### src/rtl/spi_target.sv
// SPI mode-0 target: synchronizes the master's SCLK/SSn/MOSI into HCLK,
// shifts bytes in/out MSB first, buffers received bytes in a small FIFO and
// returns bytes from a single TX holding register.
module spi_target #(
   parameter int SYNC_STAGES = 2,
   parameter int RX_DEPTH    = 4
) (
   input  logic       HCLK,
   input  logic       HRESET,
   input  logic       SCLK,
   input  logic       SSn,
   input  logic       MOSI,
   output logic       MISO,
   output logic       MISO_OE,
   input  logic [7:0] tx_data,
   input  logic       tx_valid,
   output logic       tx_ready,
   output logic [7:0] rx_data,
   output logic       rx_valid,
   input  logic       rx_ready,
   output logic       rx_overrun,
   output logic       tx_underrun,
   output logic       busy
);

   localparam int AW = $clog2(RX_DEPTH);
   localparam logic [AW:0] PTR_ONE = (AW + 1)'(1);

   typedef enum logic {IDLE, ACTIVE} state_t;

   state_t                 state;
   logic [SYNC_STAGES-1:0] sclk_sync;
   logic [SYNC_STAGES-1:0] ssn_sync;
   logic [SYNC_STAGES-1:0] mosi_sync;
   logic                   sclk_d;
   logic                   ssn_d;
   logic [1:0]             flush_cnt;
   logic                   armed;
   logic [2:0]             bit_cnt;
   logic                   byte_done;
   logic                   underrun_pending;
   logic [7:0]             rx_shift;
   logic [7:0]             tx_shift;
   logic [7:0]             hold_data;
   logic                   hold_full;
   logic [7:0]             rx_mem [RX_DEPTH];
   logic [AW:0]            wr_ptr;
   logic [AW:0]            rd_ptr;

   logic sclk_s, ssn_s, mosi_s;
   logic sclk_rise, sclk_fall, ssn_rise, ssn_fall;
   logic rx_empty, rx_full, pop, push_req, push_ok, accept_tx;
   logic [7:0] rx_next_byte;

   assign sclk_s    = sclk_sync[SYNC_STAGES-1];
   assign ssn_s     = ssn_sync[SYNC_STAGES-1];
   assign mosi_s    = mosi_sync[SYNC_STAGES-1];
   assign sclk_rise = sclk_s & ~sclk_d;
   assign sclk_fall = ~sclk_s & sclk_d;
   assign ssn_rise  = ssn_s & ~ssn_d;
   assign ssn_fall  = ~ssn_s & ssn_d;

   assign rx_empty     = (wr_ptr == rd_ptr);
   assign rx_full      = (wr_ptr[AW] != rd_ptr[AW]) && (wr_ptr[AW-1:0] == rd_ptr[AW-1:0]);
   assign pop          = !rx_empty && rx_ready;
   assign rx_next_byte = {rx_shift[6:0], mosi_s};
   assign push_req     = (state == ACTIVE) && !ssn_rise && sclk_rise && (bit_cnt == 3'd7);
   assign push_ok      = push_req && (!rx_full || pop);
   assign accept_tx    = tx_valid && !hold_full;

   assign MISO     = (state == ACTIVE) && tx_shift[7];
   assign MISO_OE  = (state == ACTIVE);
   assign busy     = (state == ACTIVE);
   assign tx_ready = !hold_full;
   assign rx_valid = !rx_empty;
   assign rx_data  = rx_empty ? 8'h00 : rx_mem[rd_ptr[AW-1:0]];

   // Synchronizers, edge detectors, shift engine, holding register and FIFO pointers.
   // The reload at the trailing SCLK fall of a byte must happen before the master's
   // next rise, but a master that simply ends the transfer never uses that byte, so an
   // empty holding register there only raises tx_underrun once the next byte really
   // starts clocking. After reset the select line is only trusted once the synchronizer
   // has flushed and SSn has been seen high, so a transfer cut by reset is not resumed.
   always_ff @(posedge HCLK) begin
      if (HRESET) begin
         state            <= IDLE;
         sclk_sync        <= '0;
         ssn_sync         <= '1;
         mosi_sync        <= '0;
         sclk_d           <= 1'b0;
         ssn_d            <= 1'b1;
         flush_cnt        <= 2'(SYNC_STAGES);
         armed            <= 1'b0;
         bit_cnt          <= 3'd0;
         byte_done        <= 1'b0;
         underrun_pending <= 1'b0;
         rx_shift         <= 8'h00;
         tx_shift         <= 8'h00;
         hold_data        <= 8'h00;
         hold_full        <= 1'b0;
         wr_ptr           <= '0;
         rd_ptr           <= '0;
         rx_overrun       <= 1'b0;
         tx_underrun      <= 1'b0;
      end else begin
         sclk_sync   <= {sclk_sync[SYNC_STAGES-2:0], SCLK};
         ssn_sync    <= {ssn_sync[SYNC_STAGES-2:0], SSn};
         mosi_sync   <= {mosi_sync[SYNC_STAGES-2:0], MOSI};
         sclk_d      <= sclk_s;
         ssn_d       <= ssn_s;
         tx_underrun <= 1'b0;
         rx_overrun  <= push_req && !push_ok;

         if (flush_cnt != 2'd0) begin
            flush_cnt <= flush_cnt - 2'd1;
         end else if (ssn_s) begin
            armed <= 1'b1;
         end

         if (accept_tx) begin
            hold_data <= tx_data;
            hold_full <= 1'b1;
         end

         if (push_ok) begin
            wr_ptr <= wr_ptr + PTR_ONE;
         end
         if (pop) begin
            rd_ptr <= rd_ptr + PTR_ONE;
         end

         case (state)
            IDLE: begin
               if (armed && ssn_fall) begin
                  state            <= ACTIVE;
                  bit_cnt          <= 3'd0;
                  byte_done        <= 1'b0;
                  underrun_pending <= 1'b0;
                  rx_shift         <= 8'h00;
                  if (hold_full) begin
                     tx_shift  <= hold_data;
                     hold_full <= 1'b0;
                  end else begin
                     tx_shift    <= 8'h00;
                     tx_underrun <= 1'b1;
                  end
               end
            end
            ACTIVE: begin
               if (ssn_rise) begin
                  state            <= IDLE;
                  bit_cnt          <= 3'd0;
                  byte_done        <= 1'b0;
                  underrun_pending <= 1'b0;
                  rx_shift         <= 8'h00;
               end else if (sclk_rise) begin
                  rx_shift  <= rx_next_byte;
                  bit_cnt   <= bit_cnt + 3'd1;
                  byte_done <= (bit_cnt == 3'd7);
                  if (underrun_pending) begin
                     tx_underrun      <= 1'b1;
                     underrun_pending <= 1'b0;
                  end
               end else if (sclk_fall) begin
                  if (byte_done) begin
                     byte_done <= 1'b0;
                     if (hold_full) begin
                        tx_shift  <= hold_data;
                        hold_full <= 1'b0;
                     end else begin
                        tx_shift         <= 8'h00;
                        underrun_pending <= 1'b1;
                     end
                  end else begin
                     tx_shift <= {tx_shift[6:0], 1'b0};
                  end
               end
            end
            default: state <= IDLE;
         endcase
      end
   end

   // FIFO storage; contents are don't-care while empty since rx_data is gated.
   always_ff @(posedge HCLK) begin
      if (push_ok) begin
         rx_mem[wr_ptr[AW-1:0]] <= rx_next_byte;
      end
   end

endmodule
### config.mk
export PLATFORM = sky130hd
export DESIGN_NAME = spi_target
export DESIGN_NICKNAME = d
export VERILOG_FILES = /design/src/rtl/spi_target.sv
export SDC_FILE = /design/constraint.sdc
export NUM_CORES = 1
export LEC_CHECK = 0
export BUFFER_PORTS_ARGS = -buffer_cell sky130_fd_sc_hd__clkbuf_2
export CAP_MARGIN = 20
export CELL_PAD_IN_SITES_DETAIL_PLACEMENT = 0
export CELL_PAD_IN_SITES_GLOBAL_PLACEMENT = 1
export CORE_MARGIN = 2
export CORE_UTILIZATION = 36
export CTS_CLUSTER_DIAMETER = 120
export CTS_CLUSTER_SIZE = 10
export DETAILED_ROUTE_END_ITERATION = 10
export PLACE_DENSITY_LB_ADDON = 0.3
export SLEW_MARGIN = 15
export SYNTH_ARGS = -nofsm -noshare
export SYNTH_HDL_FRONTEND = slang
export SYNTH_SLANG_ARGS = --single-unit
### constraint.sdc
create_clock -name HCLK -period 5.4 [get_ports HCLK]
set_clock_uncertainty 0.1 [all_clocks]
set_input_delay 0.54 -clock HCLK [delete_from_list [all_inputs] [get_ports HCLK]]
set_output_delay 0.54 -clock HCLK [all_outputs]
set_load 0.01 [all_outputs]
Word-level counts from Yosys, hierarchy flattened. Memories as Yosys holds them, arrays and structs flattened. A register that Yosys moved wholly into a read port is not among the register bits. Cells that the tools add are included.

Reduce and logical (&&, ||, !) cells: 22. Multiplexer cells: 48. Bitwise logic cells: 10. Equal/unequal tests: 12. Add/sub/neg operators: 4.

Operators by type and width (number): 8-bit two-way mux (7); 1-bit two-way mux (25); 7-bit two-way mux (3); 8-bit case mux with 2 select lines (1); 7-bit case mux with 2 select lines (1); 1-bit logical AND (10); 1-bit case mux with 2 select lines (5); 3-bit by 1-bit adder with 3-bit output (second input constant) (3); 3-bit two-way mux (3); 4-bit by 1-bit != test with 1-bit output (second input constant) (2); 4-bit AND reduction (2); 2-bit != test (second input constant) (3); 1-bit inverter (6); 3-bit case mux with 2 select lines (1); 2-bit AND reduction (3); 1-bit logical NOT (5); 1-bit bitwise AND (4); 2-bit two-way mux (2); 4-bit by 2-bit != test with 1-bit output (second input constant) (1); 3-bit == test (1); 3-bit == test (second input constant) (1); 3-bit by 1-bit != test with 1-bit output (second input constant) (1); 2-bit == test (1); 2-bit by 1-bit != test with 1-bit output (second input constant) (1); 4 further kinds (4).

Bits in registers: 49. Output and inout bits: 15. Memories: 1. Memory bits (writable): 32.

Memories: rx_mem (depth 4, width 8, read ports 1, clocked after Yosys merged registers in 1, write ports 1, line 46) `logic [7:0] rx_mem [RX_DEPTH];`.

Logic depth before layout (Yosys ltp).
Depth in word-level cells: 9. Gate-level depth with buffers: 6. Gate-level depth less buffers: 5.

Least setup slack after synthesis. OpenSTA, ideal clock, no wires.

Kind: reg2out. Start point: register rd_ptr[1]. End point: output rx_data[1]. Cell stages (with the launch flop): 5. Arrival time: 1.221 ns. Path slack: 3.539 ns. Path buffers: 1. Cell sequence: dfxtp_1 xor2_2 nor3_1 clkbuf_1 and2b_1.

Longest elaborated chain between the ends: 2.

RTL lines: from (decl) (line 48) `logic [AW:0] rd_ptr;`; from (signal assigned) (line 129) `rd_ptr <= rd_ptr + PTR_ONE;`; 3-bit == test (line 63) `assign rx_empty = (wr_ptr == rd_ptr);`; 8-bit two-way mux (line 76) `assign rx_data = rx_empty ? 8'h00 : rx_mem[rd_ptr[AW-1:0]];`; to (decl) (line 18) `output logic [7:0] rx_data,`.

No other way between the ends.

==> metrics.txt <==
first-pass GRT wire length 10000 um; Mapped Cells 276; worst-margin pin slew 0.951 ns; area post-placement 3590 um^2; FF+latch count, synth 83; top_reg_cell synth dfxtp_1; Setup CP Type flip-flop to output pin; area leader, netlist dfxtp_1; FP Rows 35; commonest non-fill, non-tap cell in the layout dfxtp_1; Min-Delay Path Class primary input to flip-flop; CTS Hold Bufs 0; fin. max-slew vios 0; Reg power frac 0.570; vias in the first global route 2059; Routed Antenna Nets 0; setup repair bufs after CTS 0; initial core utilization 0.368; Area contributors post-synth dfxtp_1 (30%), edfxtp_1 (28%), mux4_2 (5.3%); Nets 324; Root Buffer clkbuf_8; area of the multi-input gates 1300 um^2; worst r2r src MISO_OE; most frequent cells in the layout dfxtp_1 (51), edfxtp_1 (32), clkbuf_2 (29); DRT Pass-1 Iters 4; Fillers 912; Avg WL per Cell 13.5 um; Setup violations, final 0; Distinct cells, synth 48; Tmin final 2.50 ns; # diodes 0; Area Growth Syn to Fin 11.9%; via count 1999; die area 10200 um^2; Worst Hold End ssn_sync[0]; period utilization 0.463; post-DR vias/cell 4.79; critical path data required time 4.76 ns; unrepaired setup endpoints after global routing no; EDFF count, synth 32; Sink Count 83; Internal Power 912 uW; Buffers on Ports 29; Clock transition at path regs 0.09 ns; total wire length 5620 um; Max-cap violations 0; RR Endpoint wr_ptr[2]; Total GRT Usage 0.127; Seq/Total Area, Yosys 0.585; Initial DRC Count 49; post-CTS sizing 0; worst slack at placement 3.21 ns; GRT overflow 0; CP Capture Type output pin; clk buf depth 2; cells on worst reg2reg path 3; CTS Buf Count 9; setup ws final 2.90 ns; largest fanout on the critical path 8; TritonCTS clock tree yes; htree depth 3; worst skew pair latency 0.34 ns; CP arrival 1.86 ns; hold path cells 2; Lkg Pwr 0.00138 uW; Synth Net Count 299; clock power share 0.373; Rel. slew slack 0.366; Register Area 1980 um^2; largest net degree at the start of global routing 47; Routability Congestion 0.702; achievable clock frequency 400 MHz; Core ar. 9200 um^2; # IOs 30; Die H 101 um; Die X 101 um; Peak VDD IR 0.000141 V; HPWL Detailed 3830 um; Hold Path Origin SSn; DRC 0; CP Launch Type flip-flop; Post-Syn Area 3390 um^2; design area 3790 um^2; Synth Area per Inst 12.3 um^2; combinational group share of total power 0.057; final hold violation count 0; Sw Share 0.232; Yosys warnings 0; Psw 275 uW; Core Util, Final 0.412; final setup TNS 0 ns; asr flop ratio synth 0; Power Density 313 nW/um^2; initial antenna violation count 0; layout cell share with drive strength beyond 1 0.242; r2r setup slk 3.28 ns; Yosys top cell area share 0.301; status finished, final reports clean
-- kinds of logic after synthesis --
logic type,after synthesis,share of synthesized area
DFF,83,0.585
buffers and inverters,22,0.0321
AOI/OAI and AO/OA,39,0.0827
and+or+nand+nor,106,0.182
xor gates and xnor gates,5,0.0174
adders and majority gates,8,0.0296
muxes,13,0.0709
-- how the worst max path moves through the flow --
stage               cells after the start  startpoint          to
floorplan                               4   rd_ptr[1]  rx_data[1]
global placement                        3   flip-flop  rx_data[1]
detailed placement                      3   flip-flop  rx_data[1]
CTS                                     3   flip-flop  rx_data[1]
global route                            3   flip-flop  rx_data[7]
finish                                  3   flip-flop  rx_data[4]
-- power by group through the flow --
stage	registers, uW	logic (uW)	clock network [uW]
2_1_floorplan	687	58.0	0
6_report	677	67.2	443
5_1_grt	680	80.3	492
3_5_place_dp	691	69.1	0
4_1_cts	677	69.6	461
3_3_place_gp	691	66.9	0
-- synthesized netlist by cell type, types with 2 or more instances --
cell / number
dfxtp_1: 51
edfxtp_1: 32
nand2_1: 27
nor2_1: 19
a21oi_1: 17
nor2b_1: 12
nand3_1: 9
a22o_1: 8
ha_1: 8
mux4_2: 8
clkbuf_1: 6
inv_1: 6
a311oi_1: 5
and2b_1: 5
and2_1: 4
nand2b_1: 4
or2_2: 4
buf_1: 3
buf_2: 3
buf_4: 3
mux2i_1: 3
nand4_1: 3
nor2_2: 3
xor2_1: 3
a311oi_2: 2
mux2_4: 2
nand4bb_1: 2
nor3_1: 2
o31ai_1: 2
xor2_2: 2
-- state kept, by name (all words and copies together), names as in the netlist, named ones only --
register          cells
tx_shift              8
sclk_d                1
ssn_d                 1
rx_mem               32
wr_ptr                3
armed                 1
underrun_pending      1
flush_cnt             2
mosi_sync             2
rx_shift              7
byte_done             1
MISO_OE               1
hold_data             8
bit_cnt               3
rx_overrun            1
rd_ptr                3
hold_full             1
sclk_sync             2
tx_underrun           1
ssn_sync              2
-- worst max-delay path: stages (launching register included) --
cell and delay (ns):
dfxtp_1 0.67, mux4_2 0.56, and2b_1 0.17, clkbuf_2 0.12
-- stage by stage --
stage / std cells / hold slack (ns) / total power [uW]
global placement: 401 / 0.293 / 758
finish: 417 / 0.271 / 1190
detailed placement: 401 / 0.305 / 760
CTS: 417 / 0.251 / 1210
global route: 417 / 0.251 / 1250
floorplan: 276 / 0.289 / 745
-- final cells by class --
cell class,count,share of cell area
multi-input cells,171,0.342
repair buffers,30,0.0403
clock inverters,7,0.0195
well taps,111,0.0366
flip-flops and latches,83,0.523
clock buffers,9,0.0327
inverters,6,0.00594
-- per-layer routing --
layer | up-vias | wire length [um] | global-route usage
met5 | - | 0 | 0
met4 | 0 | 53 | 0.0374
met3 | 5 | 259 | 0.0416
met2 | 34 | 2660 | 0.211
met1 | 923 | 2650 | 0.158
li1 | 1037 | - | -
Power figures use the tool's default switching activity.
